## src/rtl/rev_step_driver_pkg.sv

```systemverilog
// Shared types and constants for the reversible-counter step driver.
package rev_step_driver_pkg;

  localparam int unsigned DEF_WIDTH = 16;

  localparam logic DIR_UP   = 1'b1;
  localparam logic DIR_DOWN = 1'b0;

  typedef enum logic [2:0] {
    StIdle,
    StSetup,
    StStep,
    StGap,
    StFin
  } state_e;

endpackage

```

## src/rtl/rev_step_pacer.sv

```systemverilog
// Step-rate divider: tick marks the last cycle of each STEP_DIV-cycle period while enabled.
module rev_step_pacer #(
  parameter int unsigned STEP_DIV = 4
) (
  input  logic clk,
  input  logic rst,
  input  logic en,
  output logic tick
);

  localparam int unsigned CW = (STEP_DIV > 1) ? $clog2(STEP_DIV) : 1;
  localparam logic [CW-1:0] LAST = CW'(STEP_DIV - 1);

  logic [CW-1:0] cnt_q, cnt_d, phase;
  logic          en_q;

  // A rising enable restarts the period at phase 0.
  always_comb begin
    phase = (en && !en_q) ? '0 : cnt_q;
    cnt_d = cnt_q;
    if (en) begin
      cnt_d = (phase == LAST) ? '0 : phase + 1'b1;
    end
    tick = en && (phase == LAST);
  end

  always_ff @(posedge clk or posedge rst) begin
    if (rst) begin
      cnt_q <= '0;
      en_q  <= 1'b0;
    end else begin
      cnt_q <= cnt_d;
      en_q  <= en;
    end
  end

endmodule

```

## src/rtl/rev_step_driver.sv

```systemverilog
// Drives a reversible up/down counter to a target position, mirroring its value and checking Rc.
module rev_step_driver
  import rev_step_driver_pkg::*;
#(
  parameter int unsigned WIDTH    = DEF_WIDTH,
  parameter int unsigned STEP_DIV = 4,
  parameter bit          SHORTEST = 1'b1
) (
  input  logic             clk,
  input  logic             rst,
  input  logic             tgt_valid,
  output logic             tgt_ready,
  input  logic [WIDTH-1:0] tgt,
  input  logic             abort,
  output logic             s,
  output logic             step,
  output logic [WIDTH-1:0] pos,
  input  logic             rc_in,
  output logic             busy,
  output logic             done,
  output logic             rc_err
);

  localparam logic [WIDTH-1:0] HALF = {1'b1, {(WIDTH-1){1'b0}}};

  state_e           state_q, state_d;
  logic [WIDTH-1:0] pos_q, pos_d;
  logic [WIDTH-1:0] rem_q, rem_d;
  logic [WIDTH-1:0] diff;
  logic             s_q, s_d;
  logic             rc_err_q, rc_err_d;
  logic             rc_exp;
  logic             accept;
  logic             pace_en;
  logic             tick;

  assign diff    = tgt - pos_q;
  assign accept  = tgt_valid && tgt_ready;
  assign pace_en = (state_q == StStep) || (state_q == StGap);
  assign rc_exp  = s_q ? (&pos_q) : ~(|pos_q);

  rev_step_pacer #(
    .STEP_DIV(STEP_DIV)
  ) u_pacer (
    .clk  (clk),
    .rst  (rst),
    .en   (pace_en),
    .tick (tick)
  );

  always_ff @(posedge clk or posedge rst) begin
    if (rst) begin
      state_q <= StIdle;
    end else begin
      state_q <= state_d;
    end
  end

  always_comb begin
    state_d = state_q;
    unique case (state_q)
      StIdle: begin
        if (accept) state_d = (diff == '0) ? StFin : StSetup;
      end
      StSetup: state_d = abort ? StIdle : StStep;
      StStep: begin
        if (abort)                        state_d = StIdle;
        else if (rem_q == WIDTH'(1))      state_d = StFin;
        else if (STEP_DIV > 1)            state_d = StGap;
        else                              state_d = StStep;
      end
      StGap: begin
        if (abort)     state_d = StIdle;
        else if (tick) state_d = StStep;
      end
      StFin:   state_d = StIdle;
      default: state_d = StIdle;
    endcase
  end

  // Direction is latched on acceptance so s has settled during SETUP, ahead of the first step.
  always_comb begin
    s_d      = s_q;
    rem_d    = rem_q;
    pos_d    = pos_q;
    rc_err_d = rc_err_q;
    if (accept && (diff != '0)) begin
      if (SHORTEST && (diff > HALF)) begin
        s_d   = DIR_DOWN;
        rem_d = -diff;
      end else begin
        s_d   = DIR_UP;
        rem_d = diff;
      end
    end
    if (state_q == StStep) begin
      pos_d = (s_q == DIR_UP) ? pos_q + 1'b1 : pos_q - 1'b1;
      rem_d = rem_q - 1'b1;
    end
    if (busy && (rc_in != rc_exp)) begin
      rc_err_d = 1'b1;
    end
  end

  always_ff @(posedge clk or posedge rst) begin
    if (rst) begin
      pos_q    <= '0;
      rem_q    <= '0;
      s_q      <= DIR_DOWN;
      rc_err_q <= 1'b0;
    end else begin
      pos_q    <= pos_d;
      rem_q    <= rem_d;
      s_q      <= s_d;
      rc_err_q <= rc_err_d;
    end
  end

  always_comb begin
    tgt_ready = (state_q == StIdle) && !rst;
    busy      = (state_q == StSetup) || (state_q == StStep) || (state_q == StGap);
    step      = (state_q == StStep);
    done      = (state_q == StFin);
  end

  assign s      = s_q;
  assign pos    = pos_q;
  assign rc_err = rc_err_q;

endmodule

```

## config.mk

```make
export PLATFORM = sky130hd
export DESIGN_NAME = rev_step_driver
export DESIGN_NICKNAME = d
export VERILOG_FILES = /design/src/rtl/rev_step_driver_pkg.sv /design/src/rtl/rev_step_pacer.sv /design/src/rtl/rev_step_driver.sv
export SDC_FILE = /design/constraint.sdc
export NUM_CORES = 1
export LEC_CHECK = 0
export ABC_CLOCK_PERIOD_IN_PS = 3420
export BUFFER_PORTS_ARGS = -buffer_cell sky130_fd_sc_hd__clkbuf_2
export CORE_UTILIZATION = 40
export DETAILED_ROUTE_END_ITERATION = 7
export GPL_TIMING_DRIVEN = 0
export SYNTH_ARGS = -nofsm -noshare
export SYNTH_HDL_FRONTEND = slang
export SYNTH_HIERARCHICAL = 1
export SYNTH_SLANG_ARGS = --single-unit
```

## constraint.sdc

```tcl
create_clock -name clk -period 3.42 [get_ports clk]
set_input_delay 0.171 -clock clk [delete_from_list [all_inputs] [get_ports clk]]
set_output_delay 0.171 -clock clk [all_outputs]
set_load 0.05 [all_outputs]
```

* Word-level counts from Yosys, hierarchy flattened
Cells that the tools add are included.
** Word-level totals
- Register bits after elaboration :: 40
- Input port bits :: 21
- Output and inout port bits :: 22
- Logic and storage cells :: 58
** Operators by class
- Add/subtract/negate cells :: 6
- $lt $le $gt $ge :: 1
- Eq/ne operators :: 9
- Muxes and demuxes :: 16
- Bitwise logic cells :: 1
- Reduce and logical (&&, ||, !) cells :: 18
** Operator list (number)
- two-way mux 16 bit :: 4
- subtractor 16 x 1 -> 16 bit, second input constant :: 2
- two-way mux 3 bit :: 6
- adder 16 x 1 -> 16 bit, second input constant :: 1
- equality test 16 x 1 -> 1 bit, second input constant :: 1
- > comparator 16 bit, second input constant :: 1
- logical NOT 16 bit :: 1
- negation 16 bit :: 1
- AND reduction 16 bit :: 1
- nonzero test 16 bit :: 1
- OR reduction 16 bit :: 1
- subtractor 16 bit :: 1
- case mux 3 bit (4 select lines) :: 1
- equality test 3 x 2 -> 1 bit, second input constant :: 2
- logical AND 1 bit :: 6
- two-way mux 2 bit :: 3
- equality test 3 x 1 -> 1 bit, second input constant :: 1
- equality test 3 bit, second input constant :: 1
- logical NOT 3 bit :: 1
- logical OR 1 bit :: 3
- != test 3 bit, second input constant :: 1
- adder 2 x 1 -> 2 bit, second input constant :: 1
- equality test 2 bit, second input constant :: 1
- logical NOT 1 bit :: 2
- other kinds (6) :: 7

* Depth between registers and ports, before layout
Gate-level depths: netlist of run 1.
- Word-level depth :: 9
- Mapped depth :: 15
- Gate-level depth less buffers :: 13

* Modules after synthesis
The synthesis of run 1 kept the hierarchy.
** By module, submodules not included
- rev_step_driver :: times used 1, cells each 467, area an instance 3751.1 um^2, seq. area each 925.9 um^2
- rev_step_pacer :: times used 1, cells each 12, area an instance 145.1 um^2, seq. area each 75.1 um^2

* Least setup slack after synthesis of run 1
No wires, ideal clock.
- Path kind :: reg-to-reg
- Start point :: register pos_q[1], in the netlist pos[1]
- End point :: register rem_q[9]
- Library setup time :: 0.126 ns
- Arrival :: 3.793 ns
- Data required time :: 3.294 ns
- Path slack :: -0.499 ns
- Stages on the path, launching flop included :: 13
- Buffers on the path :: 1
- Clock period less this slack :: 3.919 ns
- Cell sequence :: dfrtp_1 > inv_1 > ha_1 > nor2b_1 > o31a_1 > o21a_1 > o31a_1 > or4_1 > a2111o_1 > nor4_4 > a21oi_2 > buf_6 > a221o_1
** Between the ends
- Longest elaborated chain between the ends :: 5
- Elaborated cells on any way between the ends :: 9
- Classes of those cells :: add/sub (2); order compare (1); mux (3); reduce/logical (3)
** Ends and longest elaborated chain
- start: declaration :: RTL line rev_step_driver.sv:27 : logic [WIDTH-1:0] pos_q, pos_d;
- start signal: assignment :: RTL line rev_step_driver.sv:112 : pos_q <= pos_d;
- subtractor 16 bit (*) :: RTL line rev_step_driver.sv:37 : assign diff = tgt - pos_q;
- negation 16 bit or > comparator 16 bit (tied branches) :: RTL line rev_step_driver.sv:90, rev_step_driver.sv:88
- two-way mux 16 bit :: RTL line rev_step_driver.sv:88 : if (SHORTEST && (diff > HALF)) begin
- two-way mux 16 bit :: RTL line rev_step_driver.sv:87 : if (accept && (diff != '0)) begin
- two-way mux 16 bit :: RTL line rev_step_driver.sv:96 : if (state_q == StStep) begin
- end signal: assignment :: RTL line rev_step_driver.sv:113 : rem_q <= rem_d;
- end: declaration :: RTL line rev_step_driver.sv:28 : logic [WIDTH-1:0] rem_q, rem_d;
Mark *: on every way between the ends. The rest lies on a longest branch, timed or not. The select of a mux whose other input is x is not followed.
A chain may end at the register's enable or synchronous reset.

* Final worst setup path of run 1
- Start point :: register pos_q[0], in the netlist pos[0]
- End point :: register rem_q[7]
Same word-level chain as after synthesis.

==> metrics.txt, run 1 <==
HPWL after DPL=~7900 um; post-route clock period utilization=101.5%; ys flop type=dfrtp_1; post-synthesis sequential area ratio=25.69%; fillcell total=905; Syn Inst Count=479; Placement Cell Area=0.004307 sq mm; depth of the worst register-to-register path=15; fin cells=682; CP arrival=~3.7 ns; Max rail drop VDD=0.6481 mV; Initial Util=41.77%; Clock Latency Late Sink=0.31 ns; failing checks=setup timing; CP Class=reg -> reg; Hold Slack=0.04981 ns; max-slew violations=0; routed wire length=10610 um; fmax=288.2 MHz; Clock transition at path regs=0.09 ns; max_cap viols=0; initial antenna violation count=0; CTS tree=done; TritonRoute pass-1 iters=4; met3 usage=4.092%; status=complete, but fails checks; Starting DRT DRC Count=133; TNS Setup=-0.1314 ns; crit start category=register; final hold violation count=0; dpl cells=650; Critical Path End Type=register; Setup Skew=0.01102 ns; Leakage=2.077 nW; Sink Count=40; fraction of layout cells with a size suffix above 1=23.69%; Synth Warn #=6; die area=0.01014 sq mm; post-synth cell types=63; DR DRC count=0; Yosys reg bits=40; Avg Cell Area, Syn=8.134 sq um; first-pass GRT wire length=~17000 um; GRT busiest layer=met2; I/O Pins=43; vias in the first global route=3542; CTS H-Tree Depth=2; RD Place Congestion=0.8673; hold depth=2; antenna diode count=0; clock root cell=clkbuf_8; gr ovfl total=0; Worst Path Max Fanout=7; routed vias=around 3800; Die H=100.7 um; RSZ-0062 raised after global routing=true; most frequent cells in the layout=42 x clkbuf_2, 36 x nor2_1, 35 x nand2_1, 35 x dfrtp_1, 31 x ha_1; met2 Use GR=~35%; ANT nets after route=0; pre-CTS WS=-0.4290 ns; Worst Hold Class=in -> reg; Final WS setup=-0.04997 ns; commonest non-fill, non-tap cell in the layout=clkbuf_2; area of all placed cells without fillers=0.004828 sq mm; M1 GR Usage=27.39%; Mapped Nets=536; Post-synth ARST share=100.0%; Avg Vias per Cell=5.588; Cell Pwr Density=1071 mW/mm^2; area of the core=0.009328 sq mm; port bufs=42; Critical Path RT=~3.7 ns; clock tree buffer depth=2; final setup violation count=5; largest net degree at the start of global routing=38; Period minus WS final=3.470 ns; max_slew headroom=46.35%; Post-synth EDFFs=0; all-layer global routing usage=21.23%; Routed wire per std cell=around 16 um; NumNets Final=609; row count=35; CTS Buf Count=5; synthesized cell area=0.003896 sq mm; worst-margin pin slew=0.8036 ns; die width=100.7 um; P&R area growth vs syn=23.92%
synth_stat cells, types with 6 or more instances:
library cell  count  area share, %
xnor2_1          24            5.4
or3_1            12            1.9
nor3_1           25            3.2
o31a_1            6            1.3
xor2_1           13            2.9
nand2_1          35            3.4
nor4_1           13            2.1
nand3_1          16            2.1
ha_1             34             11
nand4_1           7            1.1
o21ai_0          25            3.2
a21o_1           11            2.1
nor2_1           37            3.6
a21oi_1          24            3.1
and2_1           11            1.8
inv_1            33            3.2
clkbuf_1          8           0.77
dfrtp_1          40             26
o21a_1           12            2.3
state kept, by name, indices dropped and copies added, names as in the netlist:
name and flops:
pos 16, u_pacer/cnt_q 2, u_pacer/en_q 1, rem_q 16, rc_err 1, s 1, state_q 3
critical path, stage by stage (launching register included):
cell	delay (ns)
dfrtp_2	0.44
ha_4	0.16
fa_2	0.36
nor2b_4	0.13
o2111ai_2	0.13
and3_4	0.19
or3_4	0.36
o21bai_4	0.18
a2111o_1	0.47
nor4_4	0.16
buf_6	0.17
buf_6	0.13
buf_4	0.11
a21boi_1	0.05
o211a_1	0.21
nor3_2	0.16
per-stage QoR:
step | utilization, % | total power [mW]
final | 51.76 | 5.173
after global routing | 51.76 | 5.628
after CTS | 49.91 | 4.999
after detailed placement | 46.17 | 4.424
after global placement | 46.17 | 4.359
after floorplan | - | 3.665
area by class of cell:
cell class / count / area (sq um) / share of cell area (%)
plain buffers: 13 / 80.08 / 1.658
clock buffers: 5 / 68.82 / 1.425
clock inverters: 3 / 18.77 / 0.3887
inverters: 33 / 127.6 / 2.643
multi-input cells: 392 / 2942 / 60.92
flip-flops and latches: 40 / 1007 / 20.86
well taps: 129 / 161.4 / 3.343
repair buffers: 67 / 422.9 / 8.759
kinds of logic (layout without fill, tap and decap cells):
| family | after synthesis | after routing | share of synthesized area, % |
|---|---|---|---|
| buf+inv | 47 | 121 | 5.138 |
| flops | 40 | 40 | 25.69 |
| fa+ha+maj | 36 | 36 | 11.95 |
| simple gates | 180 | 180 | 23.92 |
| compound gates | 138 | 138 | 24.60 |
| mux | 1 | 1 | 0.3852 |
| xor+xnor | 37 | 37 | 8.317 |
worst paths after layout:
kind	slack (ns)	to	startpoint
min	0.05	state_q[1]	abort
max reg2reg	-0.05	rem_q[7]	pos[0]
min reg2reg	0.46	rc_err	rc_err
max	-0.05	rem_q[7]	pos[0]
min in group asynchronous	0.30	u_pacer/cnt_q[0]	rst
max in group asynchronous	2.27	s	rst
report_power, final:
part	internal, mW	switching, mW
sequential	0.670	0.262
combinational	1.60	2.31
clock	0.143	0.188
total	2.41	2.76
routing by layer:
metal  wire length [um]  share of wire [%]
met5                  0                  0
met4                267                2.5
met3                517                4.9
met2               5127                 48
met1               4697                 44
repair_timing:
item                                    in CTS  in global routing
hold buffers                                 1                  0
endpoints found under the hold margin        3                  0
buffers inserted                            18                  3
gates resized for setup                     21                 29
cloned                                       2                  1
pin swaps                                   14                 13
endpoints found under the setup margin      23                 23
Power figures use the tool's default switching activity.
==> inputs of run 2 (changes only) <==
--- a/constraint.sdc
+++ b/constraint.sdc
@@ -3,2 +3,2 @@
 set_output_delay 0.171 -clock clk [all_outputs]
-set_load 0.05 [all_outputs]
+set_load 0.1 [all_outputs]
==> metrics.txt, run 2 (synthesized netlist as in run 1, its figures left out) <==
max_cap viols=0; area of the core=roughly 0.0093 sq mm; I/O Pins=43; die area=between 0.01 and 0.015 sq mm; worst-margin pin slew=0.8286 ns; hold path start=abort; Hold Slack=approximately 0.036 ns; RR Startpoint=pos[0]; HPWL after DPL=around 8000 um; fillcell total=914; Clock transition at path regs=0.09 ns; Critical Path Start=pos[0]; routed wire length=10900 um; Clock Latency Late Sink=0.31 ns; max-slew violations=0; RD Place Congestion=0.8706; RSZ-0062 raised after global routing=true; Critical Path End Type=register; final hold violation count=0; all-layer global routing usage=22.48%; Die H=100.7 um; Critical Path RT=3.62 ns; fraction of layout cells with a size suffix above 1=a little over a quarter; CP arrival=3.73 ns; die width=between 100 and 150 um; clock tree buffer depth=2; CTS Buf Count=5; worst path cell trace=ha_4 -> fa_2 -> nor2b_4 -> o2111ai_2 -> nand3b_1 -> xor2_2 -> or4_4 -> a2111o_1 -> nor4_4 -> buf_6 -> nor3_1 -> xnor2_1 -> a221o_1; fmax=between 200 and 300 MHz; Period minus WS final=3.531 ns; Worst Hold Class=in -> reg; port bufs=42; DR DRC count=0; Initial Util=41.77%; Starting DRT DRC Count=about 110; Critical-path top delay cell=or4_4; commonest non-fill, non-tap cell in the layout=clkbuf_2; slowest stage delay, CP=0.55 ns; Sink Count=40; clock root cell=clkbuf_8; Worst Path Max Fanout=5; gr ovfl total=0; pre-CTS WS=-0.4613 ns; Setup Skew=0.005354 ns; NumNets Final=608; Avg Vias per Cell=5.559; Core Util, Final=52.89%; final setup violation count=14; WP buf/inv=1; vias in the first global route=approximately 3700; max_slew headroom=44.68%; area of all placed cells without fillers=0.004933 sq mm; failing checks=setup timing; routed vias=3786; CP Class=reg -> reg; row count=35; area taken by multi-input logic gates=around 0.0030 sq mm; ANT nets after route=0; Final WS setup=-0.1106 ns; CTS tree=done; P&R area growth vs syn=26.62%; CP top delay family=simple AND/OR/NAND/NOR gates; crit start category=register; antenna diode count=0; first-pass GRT wire length=18000 um; status=complete, but fails checks; initial antenna violation count=0; TritonRoute pass-1 iters=4; CTS H-Tree Depth=2; post-route clock period utilization=103.2%; most frequent cells in the layout=42 x clkbuf_2, 36 x nor2_1, 35 x nand2_1; Placement Cell Area=about 0.0044 sq mm; Sequential Area=0.001025 sq mm; largest net degree at the start of global routing=38; Routed wire per std cell=16.00 um
-- run 2: cell types whose count changed in the layout (fill, tap and decap cells not counted), sizes merged --
cell	change
clkbuf	+2
buf	-2
clkinv	-2
bufinv	+1
-- run 2: worst register-to-register path, cell delays in order (launching register included) --
cell and delay (ns):
dfrtp_4 0.50, ha_4 0.17, fa_2 0.37, nor2b_4 0.13, o2111ai_2 0.13, nand3b_1 0.16
xor2_2 0.09, or4_4 0.55, a2111o_1 0.42, nor4_4 0.16, buf_6 0.17, nor3_1 0.06
xnor2_1 0.16, a221o_1 0.36
-- run 2: worst paths after layout --
path                                     to  slack, ns  cells past startpoint
setup / recovery                   rem_q[9]      -0.11                     13
hold / removal                   state_q[1]       0.04                      2
setup reg to reg                   rem_q[9]      -0.11                     13
hold reg to reg                      rc_err       0.46                      1
max in group asynchronous                 s       2.22                      3
min in group asynchronous  u_pacer/cnt_q[1]       0.29                      3
-- run 2: layout make-up --
cell class / count / share of cell area [%]
Tap cell: 129 / 3.272
Buffer: 14 / 1.851
Timing Repair Buffer: 65 / 8.775
Multi-Input combinational cell: 392 / 60.28
Clock buffer: 6 / 1.674
Inverter: 33 / 2.587
Sequential cell: 40 / 20.77
Clock inverter: 2 / 0.7862
-- run 2: stage by stage --
step | setup TNS, ns | std cells
floorplan | -1.576 | 479
global placement | -5.384 | 650
detailed placement | -6.083 | 650
CTS | -1.735 | 680
global route | -3.268 | 681
finish | -1.008 | 681
-- run 2: routing by layer --
layer | wire [um] | GRT usage, %
met5 | 0 | 0
met4 | 122 | 5.797
met3 | 297 | 3.259
met2 | 5481 | 39.67
met1 | 4997 | 28.70
-- run 2: what timing repair did --
item                                   4_1_cts  5_1_grt
endpoints found under the hold margin        3        0
resized for setup                           25       23
gates cloned                                 2        0
buffers inserted                            19        1
setup endpoints to repair                   24       23
hold buffers                                 1        0
pin swaps                                   20       14
Power of run 2 is left out: the tool's default activity adds up to more than one toggle a clock period on the data nets, which glitch-free logic cannot reach.
==> inputs of run 3 (changes only) <==
- BUFFER_PORTS_ARGS: -buffer_cell sky130_fd_sc_hd__clkbuf_2 -> default
- DONT_BUFFER_PORTS: default -> 1
==> metrics.txt, run 3 (synthesized netlist as in run 1, its figures left out) <==
status=complete, but fails checks; failing checks=setup timing; gr ovfl total=0; post-route clock period utilization=112.4%; depth of the worst register-to-register path=15; Initial Util=41.77%; Routed wire per std cell=16.95 um; Worst Path Max Fanout=10; Clock transition at path regs=0.10 ns; largest net degree at the start of global routing=38; Worst Hold Class=in -> reg; clock tree buffer depth=2; NumNets Final=roughly 580; hold depth=2; vias in the first global route=3601; Starting DRT DRC Count=162; fin cells=between 600 and 700; Sink Count=40; Die H=100.7 um; Worst R2R Setup Slack=-0.42 ns; row count=35; die width=~100 um; RD Place Congestion=approximately 0.86; Reg2Reg Capture Point=rem_q[0]; worst-margin pin slew=around 1.1 ns; CP Class=reg -> reg; die area=roughly 0.01 sq mm; Hold Slack=0.04469 ns; Period minus WS final=3.843 ns; ANT nets after route=0; area of the core=between 0.009 and 0.01 sq mm; RR Startpoint=pos[0]; final setup violation count=19; Clock Latency Late Sink=0.31 ns; RSZ-0062 raised after global routing=true; clock root cell=clkbuf_8; Setup Skew=0.009519 ns; fmax=260.2 MHz; TNS Setup=-6.712 ns; Final WS setup=-0.4229 ns; first-pass GRT wire length=17880 um; max_slew headroom=between 20% and 30%; crit start category=register; routed wire length=between 10000 and 15000 um; CP arrival=4.00 ns; I/O Pins=43; pre-CTS WS=-0.6954 ns; most frequent cells in the layout=35 x nor2_1, 35 x nand2_1, 31 x ha_1; DR DRC count=0; dpl cells=612; Critical Path RT=3.58 ns; CTS Buf Count=5; P&R area growth vs syn=27.33%; Critical Path End Type=register; hold path start=abort; fraction of layout cells with a size suffix above 1=approximately a quarter; Hold Path Sink=state_q[2]; Avg Vias per Cell=5.764; max-slew violations=0; CTS tree=done; max_cap viols=0; antenna diode count=0; all-layer global routing usage=22.42%; routed vias=approximately 3800; final hold violation count=0; CTS H-Tree Depth=2; initial antenna violation count=0; HPWL after DPL=8014 um; port bufs=0; TritonRoute pass-1 iters=6; fillcell total=832
## run 3: cell types whose count changed in the layout (fill, tap and decap cells not counted), moves of 4 or more
cell,previous run,this run
clkbuf_2,42,1
a21oi_2,5,9
buf_4,16,23
a21oi_1,19,15
dfrtp_4,4,8
## run 3: area by class of cell
class / instances / area [sq um] / share of cell area [%]
clock buffers: 5 / 68.82 / 1.387
flip-flops and latches: 40 / 1039 / 20.93
multi-input cells: 392 / 3072 / 61.92
plain buffers: 13 / 86.33 / 1.740
well taps: 129 / 161.4 / 3.253
clock inverters: 3 / 46.29 / 0.9332
repair buffers: 37 / 357.8 / 7.213
inverters: 33 / 130.1 / 2.623
## run 3: repair_timing
action | 4_1_cts | 5_1_grt
endpoints found under the hold margin | 41 | 0
buffers inserted | 16 | 14
resized for setup | 24 | 49
pin swaps | 12 | 25
hold buffers | 2 | 0
setup endpoints to repair | 25 | 24
cloned | 1 | 0
## run 3: worst max-delay path by stage
stage / start / end / slack, ns
after floorplan: pos[1] / rem_q[9] / -0.15
after global placement: pos[7] / rem_q[11] / -0.63
after detailed placement: s / pos[15] / -0.70
after CTS: pos[0] / rem_q[9] / -0.46
after global routing: pos[0] / rem_q[0] / -0.51
final: pos[0] / rem_q[0] / -0.42
## run 3: critical path, cell delays in order (launching register included)
cell and delay [ns]:
dfrtp_4 0.66, ha_4 0.23, fa_2 0.36, nor2b_4 0.14, o2111ai_2 0.14, and3_4 0.19, or3_4 0.32, buf_4 0.16
o21a_4 0.24, xnor2_4 0.14, nor4_4 0.40, buf_4 0.20, a21o_1 0.12, buf_6 0.13, buf_8 0.14, o221ai_1 0.12
## run 3: through the flow
stage | utilization [%] | area (sq um)
global placement | 44.56 | 4156
detailed placement | 45.37 | 4232
floorplan | - | 3995
finish | 53.19 | 4961
CTS | 49.28 | 4597
global route | 53.19 | 4961
## run 3: layer usage
layer / share of wire (%) / up-vias / wire (um) / track usage (%)
li1: - / 1870 / - / -
met1: 41 / 1780 / 4536 / 27.97
met2: 51 / 98 / 5617 / 39.30
met3: 7.1 / 10 / 786 / 5.270
met4: 1.0 / 0 / 114 / 4.794
met5: 0 / - / 0 / 0
Power of run 3 is left out for the same reason.
